[config.mk]
export PLATFORM = sky130hd
export DESIGN_NAME = serial_subtractor
export DESIGN_NICKNAME = d
export VERILOG_FILES = /design/src/rtl/serial_subtractor.sv
export SDC_FILE = /design/constraint.sdc
export NUM_CORES = 1
export LEC_CHECK = 0
export BUFFER_PORTS_ARGS = -buffer_cell sky130_fd_sc_hd__buf_2
export CORE_MARGIN = 2
export CORE_UTILIZATION = 50
export DETAILED_ROUTE_END_ITERATION = 6
export HOLD_SLACK_MARGIN = 0.08
export PLACE_DENSITY = 0.75
export REMOVE_ABC_BUFFERS = 1
export SYNTH_ARGS = -nofsm -noshare
export SYNTH_HDL_FRONTEND = slang
export SYNTH_SLANG_ARGS = --single-unit
[constraint.sdc]
create_clock -name clk -period 2 [get_ports clk]
set_input_delay 0.4 -clock clk [delete_from_list [all_inputs] [get_ports clk]]
set_output_delay 0.4 -clock clk [all_outputs]
set_load 0.02 [all_outputs]
[src/rtl/serial_subtractor.sv]
// serial_subtractor: bit-serial A - B - borrow_in, LSB first, behind a start/busy/done handshake
module serial_subtractor #(
  parameter int WIDTH = 8,
  parameter int CNT_W = 4
) (
  input  logic             clk,
  input  logic             rst,
  input  logic             start,
  input  logic [WIDTH-1:0] a,
  input  logic [WIDTH-1:0] b,
  input  logic             borrow_in,
  output logic [WIDTH-1:0] diff,
  output logic             borrow_out,
  output logic             busy,
  output logic             done
);
  typedef enum logic [1:0] {IDLE, SHIFT, DONE} state_t;
  state_t           state, state_nxt;
  logic [WIDTH-1:0] sa, sb, res;
  logic [CNT_W-1:0] cnt;
  logic             br, d, br_nxt, accept, last;
  always_comb begin
    d         = sa[0] ^ sb[0] ^ br;
    br_nxt    = (~sa[0] & sb[0]) | (~(sa[0] ^ sb[0]) & br);
    accept    = start && state != SHIFT;
    last      = cnt == CNT_W'(WIDTH - 1);
    state_nxt = accept ? SHIFT : state == SHIFT ? (last ? DONE : SHIFT) : IDLE;
  end
  assign busy = state == SHIFT;
  assign done = state == DONE;
  always_ff @(posedge clk) begin
    if (rst) state <= IDLE;
    else     state <= state_nxt;
  end
  always_ff @(posedge clk) begin
    if (rst) begin
      sa         <= '0;
      sb         <= '0;
      res        <= '0;
      cnt        <= '0;
      br         <= 1'b0;
      diff       <= '0;
      borrow_out <= 1'b0;
    end else if (accept) begin
      sa  <= a;
      sb  <= b;
      br  <= borrow_in;
      cnt <= '0;
    end else if (state == SHIFT) begin
      sa  <= sa >> 1;
      sb  <= sb >> 1;
      br  <= br_nxt;
      cnt <= cnt + 1'b1;
      res <= {d, res[WIDTH-1:1]};
      if (last) begin
        diff       <= {d, res[WIDTH-1:1]};
        borrow_out <= br_nxt;
      end
    end
  end
endmodule

### Word-level counts from Yosys, hierarchy flattened

Cells that the tools add are included.

| storage, ports and cells | value |
|---|---|
| flip-flop bits (word level) | 40 |
| input port bits | 20 |
| output and inout port bits | 11 |
| logic and storage cells | 38 |

| operators by class | value |
|---|---|
| add/sub/neg operators | 1 |
| equal/unequal tests | 4 |
| muxes and demuxes | 9 |
| bitwise operators | 9 |
| reduce and logical (&&, ||, !) cells | 6 |

Operators with widths:

| operator | number |
|---|---|
| 8-bit two-way mux | 4 |
| 4-bit by 1-bit adder with 4-bit output, second input constant | 1 |
| 4-bit by 3-bit equality test with 1-bit output, second input constant | 1 |
| 1-bit two-way mux | 4 |
| 1-bit inverter | 4 |
| 3-bit AND reduction | 1 |
| 3-bit OR reduction | 1 |
| 1-bit AND | 2 |
| 2-bit by 1-bit equality test with 1-bit output, second input constant | 1 |
| 2-bit equality test, second input constant | 1 |
| 2-bit two-way mux | 1 |
| 2-bit by 1-bit inequality test with 1-bit output, second input constant | 1 |
| 2-bit AND reduction | 1 |
| 2-bit nonzero test | 1 |
| 2-bit OR reduction | 1 |
| 1-bit XOR | 2 |
| 1-bit logical AND | 1 |
| 1-bit OR | 1 |

### Depth between registers and ports, before layout

| depth | value |
|---|---|
| depth after elaboration | 6 |
| depth in mapped cells | 6 |
| depth with buffers taken out | 4 |

### Worst setup path before layout

Ideal clock, no wire load.

| timing path | value |
|---|---|
| kind | flip-flop to output port |
| start point | register state[1] |
| end point | output busy |
| arrival time | 0.856 ns |
| required time | 1.600 ns |
| path slack | 0.744 ns |
| cell stages (with the launch flop) | 5 |
| path buffers | 2 |
| cells stage by stage | dfxtp_1 > nand2b_1 > buf_6 > inv_4 > buf_2 |

| on the way | value |
|---|---|
| longest elaborated chain between the ends | 1 |

RTL lines:

| element | line | text |
|---|---|---|
| from (decl) | 18 | `state_t state, state_nxt;` |
| from (signal assigned) | 33 | `else state <= state_nxt;` |
| 2-bit by 1-bit equality test with 1-bit output | 29 | `assign busy = state == SHIFT;` |
| to (decl) | 14 | `output logic busy,` |

Every way passes these cells.

### Worst setup path after layout

Same ends and word-level chain as after synthesis.

==> results.md <==
- Status: completed
- Final Hold Viols: 0
- Multi-input gate area: roughly 700 um^2
- Largest net degree at the start of global routing: 30
- TritonRoute pass-1 iters: 4
- Routed metal-1 wire length: 1.36 mm
- Top post-synthesis cells by count: dfxtp_1, mux2i_1, nand2_1
- Avg Cell Area, Syn: 9.95 um^2
- Ant. Diodes: 0
- Asr flop ratio synth: 0
- RSZ-0062 raised after global routing: no
- Worst path max stage delay: around 320 ps
- Comb pwr share: 0.110
- Starting Density: 0.519
- Syn Inst Count: between 150 and 200
- Worst reg2reg setup slack: around 530 ps
- CP endpoint kind: output pin
- Yosys warning count: 0
- Initial DRC Count: 26
- Max_cap viols: 0
- RR Endpoint: cnt[2]
- CORE AREA: a little over 3000 um^2
- Clock network power share: 0.315
- Seq/Total Area, Yosys: 0.496
- Clock sinks: 39
- PD cells: between 800 and 900 nW/um^2
- H-tree levels: 2
- Register area: between 700 and 800 um^2
- Ranking of synthesized cells by area: dfxtp_1, mux2i_1, a211oi_1
- Setup Skew: ~13 ps
- DP Wirelength: 2.07 mm
- DR top layer: met4
- Gr usage total: 0.181
- Post-synth EDFFs: 0
- Vias in the first global route: roughly 1100
- Final WS setup: approximately 320 ps
- First-pass GRT wire length: approximately 4.8 mm
- Yosys top cell area share: 0.496
- Hold_ws: approximately 360 ps
- Int Power: around 1.1 mW
- Hold Crit Class: in2reg
- DR DRC count: 0
- Dpl cell area: around 1700 um^2
- Kind of critical path: reg2out
- Setup crit start: state[1]
- Clock Tree Buf Depth: 2
- Area grow syn2layout: 14.8%
- Die footprint: 3610 um^2
- Sequence of cells on the critical path: nand2b_1 > inv_4 > buf_2
- Fillers: between 200 and 300
- Vias/cell: between 5 and 6
- Worst path required time: 1600 ps
- Slew Limit Headroom: 0.655
- Slowest stage cell on the critical path: dfxtp_1
- Maximum VDD drop: between 500 and 600 uV
- Final core occ: 0.596
- Leakage: around 0.78 nW
- Horiz. Die Dim: between 60 and 70 um
- Clk slew on worst S/H paths: approximately 120 ps
- Setup Viol. Count Final: 0
- Syn Std Cell Area: between 1500 and 2000 um^2
- Met2 wire length: 1.33 mm
- Signal arrival time at the worst endpoint: 1280 ps
- Number of gates resized after CTS: 0
- Postcts setup bufs: 0
- Distinct cell type count after synthesis: 28
- DP Worst Slack: between 500 and 600 ps
- Total number of vias: about 1200
- Worst slew pin tran: about 520 ps
- Avg WL per Cell: 12.6 um
- Share of cells above drive strength 1: 0.241
- CTS buffer count: 5
- NetSw: approximately 0.36 mW
- Cell taking the most area after synthesis: dfxtp_1
- Detailed Route WL: between 2 and 3 mm
- IO Port Bufs: 30
- Routed length on met3: about 180 um
- Ports: 31
- Final ANT Viol Nets: 0
- Sw Share: 0.249
- R2r startpoint: state[1]
- Final Cell Area: ~1800 um^2
- Worst reg2reg path depth: 4
- Antenna violations before repair: 0
- Worst-path fanout max: 17
- Post-synth top flop: dfxtp_1
- Pins Over Slew Limit: 0
- FF+latch count, synth: 39
- Hold Buf Count CTS: 0
- Setup TNS: 0 ps
- # nets final: about 210
- Final period utilization: 0.841
- Root Buffer: clkbuf_4
- FP Rows: 20
- Sequential power share: 0.575
- Die Y: 60.1 um
- CTS tree: yes
- Fmax: 595 MHz
- Grt total ovfl: 0
- Startpoint type of the worst setup path: register
- Most common cell in the netlist: dfxtp_1
- Critical Path End: busy
- Worst-skew pair later-pin latency: approximately 350 ps
- Fin crit period: between 1500 and 2000 ps
- RePlAce Congestion: about 0.72
==> flip-flops by register name, indices dropped and copies added, names as in the netlist <==
register,cells
sa,8
cnt,4
borrow_out,1
diff,8
br,1
res,7
state,2
sb,8
==> area by class of cell <==
| type | count | share of cell area |
|---|---|---|
| clock buffers | 7 | 0.0360 |
| well taps | 44 | 0.0305 |
| inverters | 6 | 0.0139 |
| repair buffers | 33 | 0.0956 |
| flip-flops and latches | 39 | 0.432 |
| clock inverters | 1 | 0.00416 |
| multi-input cells | 101 | 0.387 |
==> power by group through the flow <==
stage / combinational (mW) / clock [mW] / sequential [mW]
6_report: 0.159 / 0.456 / 0.832
5_1_grt: 0.177 / 0.503 / 0.836
4_1_cts: 0.160 / 0.468 / 0.833
3_5_place_dp: 0.159 / 0 / 0.850
3_3_place_gp: 0.152 / 0 / 0.847
2_1_floorplan: 0.0971 / 0 / 0.844
==> per-stage QoR <==
| stage | cells | total power, mW |
|---|---|---|
| final | 231 | 1.45 |
| after global routing | 231 | 1.52 |
| after CTS | 231 | 1.46 |
| after detailed placement | 223 | 1.01 |
| after global placement | 223 | 0.999 |
| after floorplan | 146 | 0.941 |
==> how the worst min path moves through the flow <==
stage,start,endpoint,slack (ps),depth (start not counted)
2_1_floorplan,res[1],res[1],430,2
4_1_cts,b[7],sb[7],360,3
6_report,b[7],sb[7],360,3
5_1_grt,a[7],sa[7],350,3
3_3_place_gp,diff[3],diff[3],450,1
3_5_place_dp,borrow_out,borrow_out,460,1
==> placed cells by master, fill, tap and decap left out, drive strengths merged <==
master    instances
a211oi           16
a21boi            1
a21oi            10
a22o              9
a31oi             1
a41oi             1
and3              1
buf              33
clkbuf            7
clkinvlp          1
dfxtp            39
fa                1
ha                1
inv               6
mux2              1
mux2i            16
nand2            16
nand2b            2
nand3             5
nor2             14
nor2b             1
nor3              2
nor3b             1
o211a             1
or3               1
==> cell families after synthesis <==
logic type                 share of synthesized area
adders and majority gates                     0.0207
AOI/OAI and AO/OA                              0.194
muxes                                          0.111
buffers and inverters                         0.0589
DFF                                            0.496
and+or+nand+nor                                0.119
==> worst max-delay path: cells and delay by family (launching register included) <==
kind          cells  cell delay, ps
buf+inv           2             400
flops             1             320
simple gates      1             200
==> routing by layer <==
metal | GRT usage | vias to the layer above
met2 | 0.301 | 43
met3 | 0.0649 | 7
met1 | 0.219 | 552
met4 | 0.0508 | 0
li1 | - | 614
met5 | 0 | -
Power figures use the tool's default switching activity.
